[src/rtl/instruction_fetch_unit.sv]
// Instruction fetch unit: PC owner, single-outstanding req/gnt/rvalid fetch, small decode buffer.
// Optional stall counter output enabled by defining FETCH_PERF_CNT_EN.
module instruction_fetch_unit #(
    parameter logic [31:0] RESET_PC  = 32'h0040_0000,
    parameter int unsigned BUF_DEPTH = 2
) (
    input  logic        clk,
    input  logic        reset,
    output logic        mem_req_o,
    output logic [31:0] mem_addr_o,
    input  logic        mem_gnt_i,
    input  logic        mem_rvalid_i,
    input  logic [31:0] mem_rdata_i,
    input  logic        redirect_i,
    input  logic [31:0] redirect_pc_i,
    output logic        instr_valid_o,
    input  logic        instr_ready_i,
    output logic [31:0] Instruction_bus_o,
    output logic [6:0]  op_o,
    output logic [31:0] pc_o
`ifdef FETCH_PERF_CNT_EN
    ,
    output logic [31:0] stall_cnt_o
`endif
);

    localparam int unsigned PW = (BUF_DEPTH > 1) ? $clog2(BUF_DEPTH) : 1;
    localparam int unsigned CW = PW + 1;
    localparam int unsigned OW = CW + 1;

    typedef enum logic [1:0] {ISSUE, WAIT, DRAIN} state_e;

    state_e         state_q, state_d;
    logic [31:0]    pc_q, pc_d;
    logic [31:0]    inflight_pc_q, inflight_pc_d;
    logic [PW-1:0]  rd_ptr_q, wr_ptr_q;
    logic [CW-1:0]  count_q;
    logic [31:0]    buf_word_q [BUF_DEPTH];
    logic [31:0]    buf_pc_q   [BUF_DEPTH];
    logic [31:0]    hold_instr_q, hold_pc_q;

    logic           pop, push, flush, space, req_raw;
    logic [OW-1:0]  occ;
    logic           unused_pc_bits;

    assign unused_pc_bits = ^redirect_pc_i[1:0];

    assign instr_valid_o     = (count_q != '0);
    assign pop               = instr_valid_o && instr_ready_i;
    // A granted word still in flight already owns a buffer slot.
    assign occ               = OW'(count_q) + OW'(state_q == WAIT) - OW'(pop);
    assign space             = (occ < OW'(BUF_DEPTH));
    assign mem_req_o         = req_raw && !reset;
    assign mem_addr_o        = pc_q;
    assign Instruction_bus_o = instr_valid_o ? buf_word_q[rd_ptr_q] : hold_instr_q;
    assign pc_o              = instr_valid_o ? buf_pc_q[rd_ptr_q]   : hold_pc_q;
    assign op_o              = Instruction_bus_o[6:0];

    always_comb begin
        state_d       = state_q;
        pc_d          = pc_q;
        inflight_pc_d = inflight_pc_q;
        req_raw       = 1'b0;
        push          = 1'b0;
        flush         = 1'b0;
        if (redirect_i) begin
            flush = 1'b1;
            pc_d  = {redirect_pc_i[31:2], 2'b00};
            state_d = ((state_q != ISSUE) && !mem_rvalid_i) ? DRAIN : ISSUE;
        end else begin
            case (state_q)
                ISSUE: begin
                    req_raw = space;
                    if (space && mem_gnt_i) begin
                        state_d       = WAIT;
                        pc_d          = pc_q + 32'd4;
                        inflight_pc_d = pc_q;
                    end
                end
                WAIT: begin
                    if (mem_rvalid_i) begin
                        push    = 1'b1;
                        req_raw = space;
                        if (space && mem_gnt_i) begin
                            pc_d          = pc_q + 32'd4;
                            inflight_pc_d = pc_q;
                        end else begin
                            state_d = ISSUE;
                        end
                    end
                end
                DRAIN: begin
                    if (mem_rvalid_i) state_d = ISSUE;
                end
                default: state_d = ISSUE;
            endcase
        end
    end

    always_ff @(posedge clk or posedge reset) begin
        if (reset) begin
            state_q       <= ISSUE;
            pc_q          <= RESET_PC;
            inflight_pc_q <= '0;
        end else begin
            state_q       <= state_d;
            pc_q          <= pc_d;
            inflight_pc_q <= inflight_pc_d;
        end
    end

    always_ff @(posedge clk or posedge reset) begin
        if (reset) begin
            rd_ptr_q     <= '0;
            wr_ptr_q     <= '0;
            count_q      <= '0;
            hold_instr_q <= '0;
            hold_pc_q    <= '0;
            for (int unsigned i = 0; i < BUF_DEPTH; i++) begin
                buf_word_q[i] <= '0;
                buf_pc_q[i]   <= '0;
            end
        end else begin
            hold_instr_q <= Instruction_bus_o;
            hold_pc_q    <= pc_o;
            if (flush) begin
                rd_ptr_q <= '0;
                wr_ptr_q <= '0;
                count_q  <= '0;
            end else begin
                if (push) begin
                    buf_word_q[wr_ptr_q] <= mem_rdata_i;
                    buf_pc_q[wr_ptr_q]   <= inflight_pc_q;
                    wr_ptr_q             <= wr_ptr_q + PW'(1);
                end
                if (pop) rd_ptr_q <= rd_ptr_q + PW'(1);
                count_q <= count_q + CW'(push) - CW'(pop);
            end
        end
    end

`ifdef FETCH_PERF_CNT_EN
    logic [31:0] stall_q;

    always_ff @(posedge clk or posedge reset) begin
        if (reset) begin
            stall_q <= '0;
        end else if (!instr_valid_o && instr_ready_i && (stall_q != '1)) begin
            stall_q <= stall_q + 32'd1;
        end
    end

    assign stall_cnt_o = stall_q;
`endif

endmodule

[config.mk]
export PLATFORM = sky130hd
export DESIGN_NAME = instruction_fetch_unit
export DESIGN_NICKNAME = d
export VERILOG_FILES = /design/src/rtl/instruction_fetch_unit.sv
export SDC_FILE = /design/constraint.sdc
export NUM_CORES = 1
export LEC_CHECK = 0
export ABC_AREA = 0
export BUFFER_PORTS_ARGS = -buffer_cell sky130_fd_sc_hd__clkbuf_2
export CAP_MARGIN = 20
export CORE_AREA = 2 2 180 182
export DETAILED_ROUTE_END_ITERATION = 16
export DIE_AREA = 0 0 182 184
export SLEW_MARGIN = 10
export SYNTH_ARGS = -nofsm -noshare
export SYNTH_HDL_FRONTEND = slang
export SYNTH_SLANG_ARGS = --single-unit
export TNS_END_PERCENT = 1
[constraint.sdc]
create_clock -name clk -period 8.3 [get_ports clk]
set_input_delay 1.66 -clock clk [delete_from_list [all_inputs] [get_ports clk]]
set_output_delay 1.66 -clock clk [all_outputs]
set_load 0.005 [all_outputs]
# Word-level counts from Yosys, hierarchy flattened
# Index checks and enable logic that the tools add are counted.
# Widths: inputs -> output; s select.
# word_totals
regBits,262
inputBits,70
output_inout_bits,105
word_cells,90
# classes
add_sub_neg,7
n_lt_le_gt_ge,4
eq_ne,7
muxes,38
n_bitwise,4
n_reduce_logical,18
# op_table
op,n
$mux 32,14
$bwmux 64,2
$pmux 32 s2,2
$add 32x3->32 const B,1
$demux 32 s1,1
$mux 2,7
$ne 3x3->1 const B,4
$mux 1,10
$reduce_bool 2->1,5
$pmux 2 s3,1
$logic_and 1x1->1,5
$ge 2x2->1 const B,2
$not 1->2,2
$reduce_and 2->1,2
$reduce_and 4->1,1
$add 2x1->3,1
$lt 3x2->1 const B,1
$reduce_and 3->1,1
$reduce_bool 3->1,1
$sub 3x1->3,1
$add 1x1->1 const B,2
$add 2x1->2,1
$eq 2x1->1 const B,1
$eq 2x2->1 const B,1
7 further kinds,9

# Longest topological paths before layout
# Gate-level depths: netlist of the first run.
# logic_depth
ltp_word,9
ltp_mapped,11
depth_no_buf,9

# Least setup slack after synthesis of the first run
# OpenSTA, ideal clock, no wires.
# synth_timing
path_type,input to output
from,in instr_ready_i
to,out mem_req_o
arrival_ps,2760
t_required_ps,6640
path_slack_ps,3880
stages,5
path_buffers,0
cell_sequence,xor2_1 > nand2_1 > fa_1 > nand2b_1 > nor4_1
# synth_between
elab_chain_cells,7
# synth_lines
item,line_no,text
start: declaration,17,"input logic instr_ready_i,"
$logic_and 1x1->1 *,49,assign pop = instr_valid_o && instr_ready_i;
$sub 3x1->3 *,51,assign occ = OW'(count_q) + OW'(state_q == WAIT) - OW'(pop);
$lt 3x2->1 *,52,assign space = (occ < OW'(BUF_DEPTH));
$mux 1,81,if (mem_rvalid_i) begin
$pmux 1 s2 *,71,case (state_q)
$mux 1 *,66,if (redirect_i) begin
$logic_and 1x1->1 *,53,assign mem_req_o = req_raw && !reset;
end: declaration,9,"output logic mem_req_o,"
# Every way passes the cells marked *; elsewhere a longest branch is shown, timed or not.

# Worst setup path in the final report of the first run
# layout_timing
from,reg count_q[1]
to,out mem_req_o
# layout_between
elab_chain_cells,8
word_cells_on_any_way,9
classes_between,2 x add/sub; 1 x order compare; 3 x mux; 3 x reduce/logical
# layout_lines
item,line_no,text
start: declaration,37,logic [CW-1:0] count_q;
start signal: assignment,137,count_q <= count_q + CW'(push) - CW'(pop);
"parallel branches: the longest is 2 deep, another holds $add 2x1->3",--,
$sub 3x1->3 *,51,
$lt 3x2->1 *,52,
$mux 1,81,
$pmux 1 s2 *,71,
$mux 1 *,66,
$logic_and 1x1->1 *,53,
# Every way passes the cells marked *.

==> results.cfg, run 1 <==
[timing]
slew_violations = 0
period_share = 0.602
layout_min_cycle_time_ns = 4.99
finalSetupTns_ns = 0
fmax_mhz = 200
maxSlewHeadroom = 0.408
hold_violations = 0
skew_ns = 0.0190
worst_slew_pin_slew_ns = 0.886
rsz0062_at_grt = no
setup_viol = 0

[finish]
drive_above_1_share = 0.370
nets = 1107
area_growth_pct = 20.2
final_cell_area_um2 = 13100
diodes = 0

[yosys]
seq_area_frac_synth = 0.582
synth_cell_types = 54
syn_avg_cell_area_um2 = 12.4
synth-seq-cells = 254
synth_edf_count = 0
ys.flop_type = dfrtp_1
netlist_instances = 880
synthArstFlopShare = 1.00
synth_area_um2 = 10900
ys_warn_count = 0

[floorplanning]
start_util = 0.348
die-area_um2 = 33500
die_h_um = 184
num_rows = 65
ios = 175
die_w_um = 182
core_um2 = 31400

[detailed_routing]
route.antenna.remaining_nets = 0
drc = 0
vias = 7290
wire_per_inst_um = 17.0
dr.pass1.iters = 4
via_per_inst = 5.01
drt_wl_total_um = 24700
drt_iter0_drc = 315

[placement]
port_buffers = 170
dpl-instance-area_um2 = 12100
hpwl_um = 15800
gp_congestion = 0.827

[run]
drv_cap = 0

[clock_network]
cts_made_buffers = 30
post-cts-setup-buffers = 0
htreeDepth = 1
clock-sinks = 254
cts_hold_buffers = 0
cts_resized = 0
clk_latency_ns = 0.56
clkSlewWorstSetupHoldPaths_ns = 0.06
tritoncts = built
ctsLongestPathBuffers = 3
root_buffer = clkbuf_16

[worst_setup_path]
cp_data_required_time_ns = 6.64
ff2ff_path_depth = 9
path_class = reg -> out
endpoint_kind = output pin
max_stage_delay_ns = 0.73
crit_arrival_ns = 3.33
crit_fanout = 39
r2r-end = mem_addr_o[21]$_DFFE_PP0P_
crit_path_start_kind = flop
ff2ff_setup_slack_ns = 4.24
critPathSlowestCell = nor2_4
worstReg2RegStart = count_q[1]$_DFF_PP0_
worstPathCellList = nor2_4 > inv_1 > nand2_1 > nor2_1 > fa_1 > nand2b_1 > nor4_1 > clkbuf_2

[power]
power_per_cell_area_nw_per_um2 = 381
irDropWorstVdd_mv = 0.167
power_leakage_nw = 5.97

[min_path]
worst_hold_path.num_cells = 1
min_to = hold_pc_q[1]$_DFF_PP0_
hold_class = reg -> reg
min_from = hold_pc_q[1]$_DFF_PP0_

[run_status]
outcome = completed

[global_route]
grt_first_pass_wirelength_um = 39600
antenna_found_initial = 0
grt_max_degree = 150
grt_pass1_vias = 7207
grt-ovfl-total = 0
grt_use_total = 0.147
-- cells in the mapped netlist, types with 13 or more instances --
| cell | n | area share |
|---|---|---|
| dfrtp_1 | 253 | 0.58 |
| mux2i_1 | 64 | 0.059 |
| nand3_1 | 16 | 0.0073 |
| a31oi_1 | 18 | 0.010 |
| mux2_2 | 150 | 0.15 |
| nand2_1 | 84 | 0.029 |
| o21ai_0 | 72 | 0.033 |
| or4_1 | 18 | 0.012 |
| o31ai_1 | 13 | 0.0089 |
| nor2_1 | 30 | 0.010 |
| clkbuf_1 | 41 | 0.014 |
-- flip-flops by register name (all words and copies together) (netlist names) --
signal         flops
buf_word_q        64
buf_pc_q          60
hold_instr_q      32
hold_pc_q         32
inflight_pc_q     30
mem_addr_o        30
count_q            2
state_q            2
rd_ptr_q           1
wr_ptr_q           1
-- worst max-delay path: cells and delay by family, from the launching register on --
kind | cells | cell delay (ns)
flops | 1 | 0.47
buf+inv | 2 | 0.32
simple gates | 5 | 1.46
fa+ha+maj | 1 | 0.52
-- final cells by class --
class / instances / area, um^2
multi-input cells: 555 / 4260
clock buffers: 43 / 850
inverters: 10 / 41.3
repair buffers: 182 / 966
well taps: 402 / 503
fillers: 3018 / 18300
flip-flops and latches: 254 / 6360
clock inverters: 10 / 145
-- report_power, final --
part / switching, mW / internal, mW / leakage (nW)
clock network: 0.512 / 0.801 / 0.481
logic: 0.899 / 0.777 / 2.32
registers: 0.279 / 1.74 / 3.17
-- per-stage QoR --
stage          hold WS (ns)  total power, mW  setup slack (ns)  cells  utilization
4_1_cts               0.488             5.10              3.21   1455        0.417
3_3_place_gp          0.465             3.71              3.43   1402        0.386
3_5_place_dp          0.467             3.77              3.48   1402        0.386
6_report              0.480             5.00              3.31   1456        0.418
5_1_grt               0.501             5.39              2.97   1456        0.418
2_1_floorplan         0.471             3.10              3.30    881            -
-- per-layer routing --
| layer | track usage | part of all wire |
|---|---|---|
| met2 | 0.228 | 0.44 |
| met3 | 0.0299 | 0.064 |
| met5 | 0 | 0 |
| met1 | 0.212 | 0.48 |
| met4 | 0.0329 | 0.016 |
-- cells by family after synthesis --
family                   Yosys count  share of synthesized area
flip-flops                       254                      0.582
buffers and inverters             72                     0.0296
adder cells (fa/ha/maj)            4                    0.00527
AO/OA/AOI/OAI                    120                     0.0634
other                              1                   0.000344
XOR/XNOR                           8                    0.00642
AND/OR/NAND/NOR                  203                     0.0951
multiplexers                     218                      0.218
-- cells in the final DEF, fill, tap and decap left out, drive strengths merged, types with 2 or more instances in the layout --
| cell | netlist | layout |
|---|---|---|
| o211ai | 2 | 2 |
| dfrtp | 253 | 253 |
| o31ai | 13 | 13 |
| or3 | 5 | 5 |
| a31oi | 18 | 18 |
| conb | 1 | 2 |
| mux2 | 154 | 154 |
| or4 | 19 | 19 |
| xnor2 | 2 | 2 |
| and3 | 3 | 3 |
| buf | 21 | 12 |
| clkinvlp | 0 | 3 |
| nand4 | 10 | 10 |
| nand3 | 16 | 16 |
| o21ai | 72 | 72 |
| xor2 | 6 | 6 |
| nor3 | 2 | 2 |
| nor4 | 6 | 6 |
| and2 | 6 | 6 |
| nor2 | 30 | 30 |
| nand2b | 4 | 4 |
| clkinv | 1 | 6 |
| and4 | 5 | 5 |
| clkbuf | 41 | 213 |
| o31a | 2 | 2 |
| nand2 | 84 | 84 |
| ha | 3 | 3 |
| a21oi | 6 | 6 |
| nor2b | 7 | 7 |
| bufinv | 0 | 3 |
| mux2i | 64 | 64 |
| inv | 9 | 8 |
-- how the worst max path moves through the flow --
stage	startpoint	end	slack [ns]	cells after the start
6_report	count_q[1]$_DFF_PP0_	mem_req_o	3.31	8
5_1_grt	count_q[1]$_DFF_PP0_	mem_req_o	2.97	8
4_1_cts	count_q[1]$_DFF_PP0_	mem_req_o	3.21	8
3_5_place_dp	instr_ready_i	mem_req_o	3.48	7
3_3_place_gp	instr_ready_i	mem_req_o	3.43	7
2_1_floorplan	reset	buf_pc_q[10]$_DFFE_PP0P_	3.30	1
(Power assumes the default switching activity.)
==> run 2, diff against run 1 <==
==> constraint.sdc (replaced) <==
create_clock -name clk -period 5.05 [get_ports clk]
set_input_delay 1.01 -clock clk [delete_from_list [all_inputs] [get_ports clk]]
set_output_delay 1.01 -clock clk [all_outputs]
set_load 0.005 [all_outputs]
==> run 2 against run 1 <==
Effect of this change: flip-flop and latch count stayed put; critical endpoint is now op_o[1]; cell area about the same; sequential power rose by 68%.
==> results.cfg, run 2 (synthesis gave the netlist of run 1 again) <==
[min_path]
hold_class = reg -> reg
min_from = hold_pc_q[0]$_DFF_PP0_

[detailed_routing]
drt_wl_total_um = 24600
via_per_inst = 5.01
wire_per_inst_um = 16.9
route.antenna.remaining_nets = 0
vias = 7298
drc = 0
drt_iter0_drc = 312
dr.pass1.iters = 4

[floorplanning]
die-area_um2 = 33500
num_rows = 65
die_h_um = 184
start_util = 0.348
die_w_um = 182
core_um2 = 31400
ios = 175

[power]
power_switching_mw = 2.78
p_comb_frac = 0.327
irDropWorstVdd_mv = 0.354
power_leakage_nw = 5.98
p_sw_frac = 0.337
internal_power_mw = 5.46
clockPowerShare = 0.263
power_per_cell_area_nw_per_um2 = 627
seqPwrFrac = 0.410

[finish]
utilization = 0.418
final_common_cell = dfrtp_1
largest_reg_flops = 64
final_cells = 1456
area_growth_pct = 20.3
layout_common_cells = dfrtp_1, clkbuf_2, mux2_2
fillers = 3003
diodes = 0
regMostFlops = buf_word_q
reg.largest.list = buf_word_q: 64 flops, buf_pc_q: 60 flops
drive_above_1_share = 0.374
nets = 1106

[placement]
port_buffers = 170
gp_congestion = 0.815
place_inst = 1402
dp_slack_ns = 1.27
hpwl_um = 15500

[worst_setup_path]
r2r-end = mem_addr_o[27]$_DFFE_PP0P_
cp_data_required_time_ns = 4.04
setup.worst_path.start = count_q[1]$_DFF_PP0_
path_class = reg -> out
ff2ff_path_depth = 8
max_stage_delay_ns = 0.71
cp_num_buf_inv = 3
crit_arrival_ns = 2.76
ff2ff_setup_slack_ns = 1.61
crit_path_frequent_cell = buf_4
endpoint_kind = output pin
worstPathCellList = nor2_4 > buf_4 > buf_4 > o21ai_0 > clkbuf_2
critical-path-top-delay-family = buffers and inverters
crit_end = op_o[1]
crit_fanout = 91
path_depth = 5
critPathSlowestCell = buf_4
crit_path_start_kind = flop
worstReg2RegStart = state_q[1]$_DFFE_PP0P_

[clock_network]
ctsLongestPathBuffers = 3
tritoncts = built
clkSlewWorstSetupHoldPaths_ns = 0.06
post-cts-setup-buffers = 0
cts_resized = 0
clock-sinks = 254
htreeDepth = 1
root_buffer = clkbuf_16
cts_hold_buffers = 0
cts_made_buffers = 29
clk_latency_ns = 0.55

[timing]
finalSetupTns_ns = 0
fmax_mhz = 265
maxSlewHeadroom = 0.256
worst_slew_pin_slew_ns = 1.12
period_share = 0.747
skew_ns = 0.0178
rsz0062_at_grt = no
layout_setup_ws_ns = 1.28
setup_viol = 0
slew_violations = 0
hold_violations = 0
whs_ns = 0.480
layout_min_cycle_time_ns = 3.77

[run_status]
outcome = completed

[global_route]
grt_pass1_vias = 7218
grt_use_total = 0.148
grt_max_degree = 176
grt_first_pass_wirelength_um = 40200
antenna_found_initial = 0
grt-ovfl-total = 0

[run]
drv_cap = 0
==> run 2: changes by cell type in the layout (fill, tap and decap cells not counted) <==
| cell | delta |
|---|---|
| buf_4 | -1 |
| clkinv_8 | -1 |
| clkinv_2 | +3 |
| buf_12 | +1 |
| clkbuf_16 | -1 |
| clkbuf_8 | -1 |
| bufinv_16 | +1 |
| clkinvlp_4 | +2 |
| clkbuf_1 | -4 |
| inv_6 | +1 |
==> run 2: final cells by class <==
cell class	instances	area [um^2]	share of cell area
clock buffers	37	796	0.0606
repair buffers	182	978	0.0745
flip-flops and latches	254	6360	0.484
inverters	10	41.3	0.00314
well taps	402	503	0.0383
clock inverters	16	198	0.0151
multi-input cells	555	4260	0.324
==> run 2: worst min path at each step <==
stage                                    end  slack, ns  depth (start not counted)
2_1_floorplan  inflight_pc_q[14]$_DFFE_PP0P_       0.47                          1
3_3_place_gp          hold_pc_q[0]$_DFF_PP0_       0.47                          1
3_5_place_dp          hold_pc_q[1]$_DFF_PP0_       0.47                          1
4_1_cts               hold_pc_q[0]$_DFF_PP0_       0.49                          1
5_1_grt               hold_pc_q[0]$_DFF_PP0_       0.49                          1
6_report              hold_pc_q[0]$_DFF_PP0_       0.48                          1
==> run 2: stage by stage <==
stage / total power [mW] / area, um^2
finish: 8.24 / 13100
global route: 8.90 / 13100
CTS: 8.42 / 13100
detailed placement: 6.19 / 12100
global placement: 6.10 / 12100
floorplan: 5.09 / 10900
==> run 2: power groups by stage <==
stage	Sequential, mW	Combinational [mW]	Clock [mW]
2_1_floorplan	3.17	1.92	0
3_3_place_gp	3.39	2.71	0
3_5_place_dp	3.43	2.76	0
4_1_cts	3.39	2.77	2.26
5_1_grt	3.49	3.07	2.34
6_report	3.38	2.69	2.17
==> run 2: metal layers <==
layer / vias up / wire length [um] / GRT usage
met2: 191 / 10700 / 0.230
met4: 0 / 432 / 0.0352
met3: 36 / 1450 / 0.0301
met5: - / 0 / 0
li1: 3465 / - / -
met1: 3606 / 12000 / 0.214
